===== config.mk =====
export PLATFORM = sky130hd
export DESIGN_NAME = or8x4_dispatch_flat
export DESIGN_NICKNAME = d
export VERILOG_FILES = /design/src/rtl/or8x4_dispatch_pkg.sv /design/src/rtl/or8x4_dispatch_if.sv /design/src/rtl/or8x4_lane_gate.sv /design/src/rtl/or8x4_dispatch.sv /design/src/flat_wrapper.sv
export SDC_FILE = /design/constraint.sdc
export NUM_CORES = 1
export LEC_CHECK = 0
export CORE_ASPECT_RATIO = 1.5
export CORE_UTILIZATION = 33
export CTS_CLUSTER_SIZE = 24
export DETAILED_ROUTE_END_ITERATION = 16
export GPL_ROUTABILITY_DRIVEN = 0
export GPL_TIMING_DRIVEN = 0
export PLACE_DENSITY = 0.76
export SETUP_SLACK_MARGIN = 0.4
export SYNTH_ARGS = -nofsm -noshare
export SYNTH_HDL_FRONTEND = slang
export SYNTH_SLANG_ARGS = --single-unit

===== constraint.sdc =====
create_clock -name CLK -period 2.23 [get_ports CLK]
set_clock_uncertainty 0.1 [all_clocks]
set_input_delay 0.3345 -clock CLK [delete_from_list [all_inputs] [get_ports CLK]]
set_output_delay 0.3345 -clock CLK [all_outputs]
set_load 0.02 [all_outputs]

===== src/rtl/or8x4_dispatch_pkg.sv =====
// Shared sizing and state view for the OR-merged 8x4 lane dispatcher.
package or8x4_dispatch_pkg;
  localparam int WIDTH = 4;
  localparam int LANES = 8;

  typedef enum logic {IDLE = 1'b0, DELIVER = 1'b1} state_e;

  function automatic state_e state_of(input logic [LANES-1:0] pend);
    return (pend == '0) ? IDLE : DELIVER;
  endfunction
endpackage


===== src/rtl/or8x4_dispatch_if.sv =====
// Input word handshake plus the per-lane valid/ready fan-out bus.
interface or8x4_dispatch_if;
  import or8x4_dispatch_pkg::*;

  logic [WIDTH-1:0]       I;
  logic [LANES-1:0]       I_MASK;
  logic                   I_VALID;
  logic                   I_READY;
  logic [LANES*WIDTH-1:0] O;
  logic [LANES-1:0]       O_VALID;
  logic [LANES-1:0]       O_READY;
  logic                   BUSY;
  logic [7:0]             DROP_CNT;

  modport slave (
    input  I, I_MASK, I_VALID, O_READY,
    output I_READY, O, O_VALID, BUSY, DROP_CNT
  );

  modport master (
    output I, I_MASK, I_VALID, O_READY,
    input  I_READY, O, O_VALID, BUSY, DROP_CNT
  );
endinterface


===== src/rtl/or8x4_lane_gate.sv =====
// One destination lane: pending bit, retire-on-ready, and zero-gated data so
// idle lanes contribute nothing to the downstream OR merge.
module or8x4_lane_gate
  import or8x4_dispatch_pkg::*;
(
  input  logic             clk_i,
  input  logic             rst_i,
  input  logic             load_i,
  input  logic             sel_i,
  input  logic [WIDTH-1:0] data_i,
  input  logic             ready_i,
  output logic [WIDTH-1:0] data_o,
  output logic             valid_o
);
  logic pend_q, pend_d;

  // A load overrides retirement: the new mask bit is taken as-is.
  always_comb begin
    pend_d = pend_q & ~ready_i;
    if (load_i) pend_d = sel_i;
  end

  always_ff @(posedge clk_i or posedge rst_i) begin
    if (rst_i) pend_q <= 1'b0;
    else       pend_q <= pend_d;
  end

  assign valid_o = pend_q;
  assign data_o  = pend_q ? data_i : '0;
endmodule


===== src/rtl/or8x4_dispatch.sv =====
// Accepts one word + lane mask and holds it until every selected lane has
// taken it; a new word may load on the cycle the last lane retires.
module or8x4_dispatch
  import or8x4_dispatch_pkg::*;
(
  input  logic             CLK,
  input  logic             ASYNCRESET,
  or8x4_dispatch_if.slave  bus
);
  logic [WIDTH-1:0]            data_q, data_d;
  logic [7:0]                  drop_q, drop_d;
  logic [LANES-1:0]            pend;
  logic [LANES-1:0][WIDTH-1:0] lane_data;
  logic                        done, accept;
  state_e                      state;

  assign state  = state_of(pend);
  assign done   = ((pend & ~bus.O_READY) == '0);
  assign accept = bus.I_VALID & bus.I_READY;

  assign bus.I_READY  = done & ~ASYNCRESET;
  assign bus.O        = lane_data;
  assign bus.O_VALID  = pend;
  assign bus.BUSY     = (state == DELIVER);
  assign bus.DROP_CNT = drop_q;

  always_comb begin
    data_d = data_q;
    drop_d = drop_q;
    if (accept) begin
      data_d = bus.I;
      if (bus.I_MASK == '0 && drop_q != 8'hFF) drop_d = drop_q + 8'd1;
    end
  end

  always_ff @(posedge CLK or posedge ASYNCRESET) begin
    if (ASYNCRESET) begin
      data_q <= '0;
      drop_q <= '0;
    end else begin
      data_q <= data_d;
      drop_q <= drop_d;
    end
  end

  for (genvar k = 0; k < LANES; k++) begin : g_lane
    or8x4_lane_gate u_lane (
      .clk_i   (CLK),
      .rst_i   (ASYNCRESET),
      .load_i  (accept),
      .sel_i   (bus.I_MASK[k]),
      .data_i  (data_q),
      .ready_i (bus.O_READY[k]),
      .data_o  (lane_data[k]),
      .valid_o (pend[k])
    );
  end

  // A stalled lane must keep seeing the same word until it retires.
  a_hold_stable: assert property (
    @(posedge CLK) disable iff (ASYNCRESET)
    (state == DELIVER && !done) |=> $stable(data_q)
  );
endmodule


===== src/flat_wrapper.sv =====
// flat-port wrapper written by rule: the top's interface ports become plain ports
module or8x4_dispatch_flat import or8x4_dispatch_pkg::*;
  (CLK, ASYNCRESET, bus_I, bus_I_MASK, bus_I_VALID, bus_O_READY, bus_I_READY, bus_O, bus_O_VALID, bus_BUSY, bus_DROP_CNT);
  or8x4_dispatch_if bus_i ();
  input  logic CLK;
  input  logic ASYNCRESET;
  input wire logic [$bits(bus_i.I)-1:0] bus_I;
  input wire logic [$bits(bus_i.I_MASK)-1:0] bus_I_MASK;
  input wire logic [$bits(bus_i.I_VALID)-1:0] bus_I_VALID;
  input wire logic [$bits(bus_i.O_READY)-1:0] bus_O_READY;
  output wire logic [$bits(bus_i.I_READY)-1:0] bus_I_READY;
  output wire logic [$bits(bus_i.O)-1:0] bus_O;
  output wire logic [$bits(bus_i.O_VALID)-1:0] bus_O_VALID;
  output wire logic [$bits(bus_i.BUSY)-1:0] bus_BUSY;
  output wire logic [$bits(bus_i.DROP_CNT)-1:0] bus_DROP_CNT;
  assign bus_i.I = bus_I;
  assign bus_i.I_MASK = bus_I_MASK;
  assign bus_i.I_VALID = bus_I_VALID;
  assign bus_i.O_READY = bus_O_READY;
  assign bus_I_READY = bus_i.I_READY;
  assign bus_O = bus_i.O;
  assign bus_O_VALID = bus_i.O_VALID;
  assign bus_BUSY = bus_i.BUSY;
  assign bus_DROP_CNT = bus_i.DROP_CNT;
  or8x4_dispatch u_core (.CLK(CLK), .ASYNCRESET(ASYNCRESET), .bus(bus_i));
endmodule

# Word level (Yosys, flattened, before mapping)
# Cells that the tools add are included.
# Widths: inputs -> output; s select.
# totals
input_bits	23
word_cells	55
ff_bits	20
output_inout_bits	50
# classes
n_reduce_logical	5
n_addsub	1
eq_ne	1
bitwise	21
n_mux	17
# ops
operator	n
$mux 4	8
$logic_not 8->1	3
$and 1x1->1	10
$mux 1	9
$not 1->1	9
$add 8x1->8 const B	1
$and 8x8->8	1
$ne 8x8->1 const B	1
$not 8->8	1
$reduce_and 2->1	1
$logic_and 1x1->1	1

# Logic depth before layout (Yosys ltp)
# depth
depth_word	6
mapped_depth	6
depth_no_buf	6

# Modules after synthesis
# Synthesis repeated with hierarchy kept, for this count alone.
# hier_totals
hier_cells	134
hier_area_um2	1296.2
# by_module_without_submodules
module	area_per_inst_um2	cells_per_inst	seq_area_each_um2	instances
or8x4_dispatch	675.6	62	300.3	1
or8x4_lane_gate	77.6	9	25.0	8

# Worst setup path after synthesis
# No wires, ideal clock.
# synth_timing
path_kind	reg-to-output
start	register u_core.g_lane[1].u_lane.pend_q
end	output port bus_I_READY
path_buffers	0
arrival_time_ns	2.131
stages_incl_launch_ff	5
required_time_ns	1.796
path_slack_ns	-0.335
cell_sequence	dfrtp_1 nor2b_1 or4_4 or2_1 nor4b_1
# synth_between
elab_chain_len	3
# synth_rtl
element	line	source
start, declared	or8x4_lane_gate.sv:15	logic pend_q, pend_d;
start signal, assigned	or8x4_lane_gate.sv:25	else pend_q <= pend_d;
$and 8x8->8	or8x4_dispatch.sv:18	assign done = ((pend & ~bus.O_READY) == '0);
$logic_not 8->1	or8x4_dispatch.sv:18	
$and 1x1->1	or8x4_dispatch.sv:21	assign bus.I_READY = done & ~ASYNCRESET;
end, declared	flat_wrapper.sv:11	output wire logic [$bits(bus_i.I_READY)-1:0] bus_I_READY;
# No other way between the ends.

# Worst setup path in the final report
# layout_timing
start	register u_core.g_lane[2].u_lane.pend_q
end	output port bus_I_READY
# layout_between
elab_chain_len	3
# layout_rtl
element	line
start, declared	or8x4_lane_gate.sv:15
start signal, assigned	or8x4_lane_gate.sv:25
$and 8x8->8	or8x4_dispatch.sv:18
$logic_not 8->1	or8x4_dispatch.sv:18
$and 1x1->1	or8x4_dispatch.sv:21
# No other way between the ends.

==> summary.md <==
| Metric | Value |
|---|---|
| Status | `finished, violations left` |
| Failing checks | `negative setup slack` |
| # diodes | `0` |
| Maximum single-stage delay on the critical path | `between 0.5 and 0.6 ns` |
| Critical path required time | `1.80 ns` |
| Max-cap viol count | `0` |
| Worst path cell trace | `nor2b_4 > or4_4 > or2_4 > nor4b_4 > buf_4` |
| CP Launch Type | `flip-flop` |
| Placed Cells | `229` |
| # DRC | `0` |
| Clk Latency, worst-skew pair | `roughly 0.26 ns` |
| Die width | `a little over 50 um` |
| Drt first-iter violations | `31` |
| Worst EP arrival | `1.99 ns` |
| Hold slack | `0.294 ns` |
| Syn Inst Count | `115` |
| Reg-to-reg endpoint | `u_core.g_lane[2].u_lane.valid_o$_DFF_PP0_` |
| Post-synth top area share | `42.1%` |
| Hold WC Path Type | `in -> async` |
| Gr ovfl total | `0` |
| Vias in the first global route | `between 1000 and 1500` |
| Layout cells sized above 1 | `around a third` |
| Post-Layout Cell Count | `between 200 and 300` |
| Worst slew pin tran | `0.754 ns` |
| Area Overhead vs Synth | `94.8%` |
| DP Wirelength | `between 2 and 3 mm` |
| Predominant post-synthesis flop cell | `dfrtp_1` |
| TritonCTS clock tree | `built` |
| Clk slew on worst S/H paths | `0.07 ns` |
| Routed vias | `approximately 1300` |
| Height of the die | `approximately 76 um` |
| Deepest clock path buffer count | `2` |
| Setup CP Type | `reg -> out` |
| Final ANT Viol Nets | `0` |
| Syn avg cell area | `about 10 um^2` |
| Worst setup EP type | `primary output` |
| Hold buffers post-CTS | `0` |
| Syn_nets | `139` |
| Peak VDD IR | `0.000455 V` |
| Fin. max-slew vios | `0` |
| Crit path capture | `bus_I_READY` |
| Fmax | `0.413 GHz` |
| CP Max Fanout | `2` |
| Sink Count | `20` |
| Hold Violations, Final | `0` |
| Leakage | `1.28 nW` |
| Final period utilization | `109%` |
| Final setup margin | `-0.193 ns` |
| Die area | `just under 0.004 mm^2` |
| Total Power | `roughly 0.0014 W` |
| Crit path time final | `around 2.4 ns` |
| RSZ-0062 raised after global routing | `yes` |
| Post-synth top cells | `and2_1, dfrtp_1, a21o_1, buf_4, nor2b_1` |
| Pint | `between 0.0008 and 0.0009 W` |
| H-tree Lvls | `1` |
| Number of CTS-inserted buffers | `3` |
| Row Count | `26` |
| Fillers | `274` |
| Post-DR wirelength/cell | `around 15 um` |
| Combinational share of power | `45.7%` |
| P per Cell Area | `just under 600 mW/mm^2` |
| #FFs+latches synth | `20` |
| Register area share after synthesis | `around 42%` |
| Crit path max-delay cell type | `or4_4` |
| Switch share | `35.1%` |
| Top-count cell post-synth | `and2_1` |
| Mapped cell area | `roughly 0.0012 mm^2` |
| Seq pwr share | `36.9%` |
| Starting Density | `34.8%` |
| Post-synth EDFFs | `0` |
| Total wire length | `3.96 mm` |
| Ys async rst share | `100%` |
| Routed vias/inst | `4.83` |
| Top cells by area, synth | `dfrtp_1, and2_1, a21o_1, buf_4, xnor2_1` |
| Net switching power | `0.000478 W` |
| Synth unique cells | `25` |
| IO Pins | `73` |
| Drt pass-1 iters | `4` |
| Slew headroom | `approximately half` |
| GRT Total Usage | `between 20 and 25%` |
| Setup tns final | `-0.195 ns` |
| Clock share of power | `about 17%` |
| Area leader, netlist | `dfrtp_1` |
| Core ar. | `0.00342 mm^2` |
| Worst r2r path cells | `15` |
| Largest net degree at the start of global routing | `21` |
| Critical Path Source | `u_core.g_lane[2].u_lane.valid_o$_DFF_PP0_` |
| Fin nets | `243` |
| Initial antenna violation count | `0` |
| RR Startpoint | `u_core.g_lane[2].u_lane.valid_o$_DFF_PP0_` |
| First-pass GRT wire length | `around 6.1 mm` |
| Final setup fails | `2` |
| Clock Tree Root | `clkbuf_8` |
| I/O Buffers | `72` |
| Register-to-Register Setup Slack | `0 ns` |
| Yosys warns | `0` |
sequential cells by signal, indices dropped and copies added (netlist names):
register                      count
u_core.bus.DROP_CNT               8
u_core.g_lane.u_lane.valid_o      8
u_core.data_q                     4
routing by layer:
| metal | track usage (%) | share of wire (%) | vias to the layer above |
|---|---|---|---|
| met5 | 0 | 0 | - |
| met4 | 7.41 | 1.6 | 0 |
| met3 | 2.99 | 5.5 | 7 |
| met2 | 43.0 | 57 | 49 |
| met1 | 22.4 | 36 | 607 |
| li1 | - | - | 587 |
per-stage QoR:
stage / instance area (um^2) / utilization (%) / setup slack [ns]
2_1_floorplan: 1240 / - / 0.0517
3_3_place_gp: 2020 / 59.0 / -0.829
3_5_place_dp: 2020 / 59.0 / -0.846
4_1_cts: 2230 / 65.4 / -0.186
5_1_grt: 2320 / 67.8 / -0.221
6_report: 2320 / 67.8 / -0.193
cell usage in the layout (no fill, tap or decap), types with 3 or more instances in the layout:
| cell | count |
|---|---|
| dfrtp_1 | 11 |
| clkbuf_8 | 3 |
| nand4_1 | 5 |
| a21o_1 | 8 |
| nor2b_1 | 3 |
| dlymetal6s2s_1 | 3 |
| buf_4 | 19 |
| mux2_4 | 4 |
| buf_6 | 19 |
| xnor2_1 | 6 |
| clkdlybuf4s50_1 | 23 |
| and2_1 | 32 |
| dfrtp_2 | 9 |
| dlygate4sd2_1 | 42 |
| nor2b_4 | 4 |
kinds of logic after synthesis:
family | share of synthesized area, %
fa+ha+maj | 1.05
xor+xnor | 5.16
buf+inv | 6.32
compound gates | 5.68
simple gates | 34.9
flops | 42.1
mux | 4.74
final cells by class:
cell class	instances	area [um^2]	area share (%)
repair buffers	99	931	40.2
multi-input cells	85	704	30.4
well taps	42	52.6	2.27
plain buffers	9	71.3	3.08
clock buffers	3	41.3	1.78
inverters	1	3.75	0.162
flip-flops and latches	20	512	22.1
how the worst min path moves through the flow:
stage | endpoint | slack (ns) | cells past startpoint
after global routing | u_core.g_lane[0].u_lane.valid_o$_DFF_PP0_ | 0.36 | 3
after floorplan | u_core.bus.DROP_CNT[0]$_DFFE_PP0P_ | 0.20 | 1
after global placement | u_core.bus.DROP_CNT[7]$_DFFE_PP0P_ | 0.38 | 1
after CTS | u_core.bus.DROP_CNT[7]$_DFFE_PP0P_ | 0.33 | 2
after detailed placement | u_core.bus.DROP_CNT[7]$_DFFE_PP0P_ | 0.39 | 1
final | u_core.bus.DROP_CNT[5]$_DFFE_PP0P_ | 0.29 | 2
power groups by stage:
stage | Combinational, W | Clock (W) | Sequential [W]
CTS | 0.000586 | 0.000240 | 0.000504
detailed placement | 0.000577 | 0 | 0.000508
finish | 0.000622 | 0.000237 | 0.000503
floorplan | 0.000331 | 0 | 0.000470
global placement | 0.000565 | 0 | 0.000502
global route | 0.000659 | 0.000253 | 0.000512
worst max-delay path, delay by kind of cell (launching register included):
kind,cells,cell delay (ns)
buf+inv,1,0.18
simple gates,4,1.15
flops,1,0.39
timing repair:
action                                  4_1_cts  5_1_grt
setup buffers                                24        3
pin swaps                                     8        5
gates cloned                                  0        0
gates resized for setup                      71       25
endpoints found under the setup margin       62       23
No activity file was read; power rests on OpenSTA's default activity.
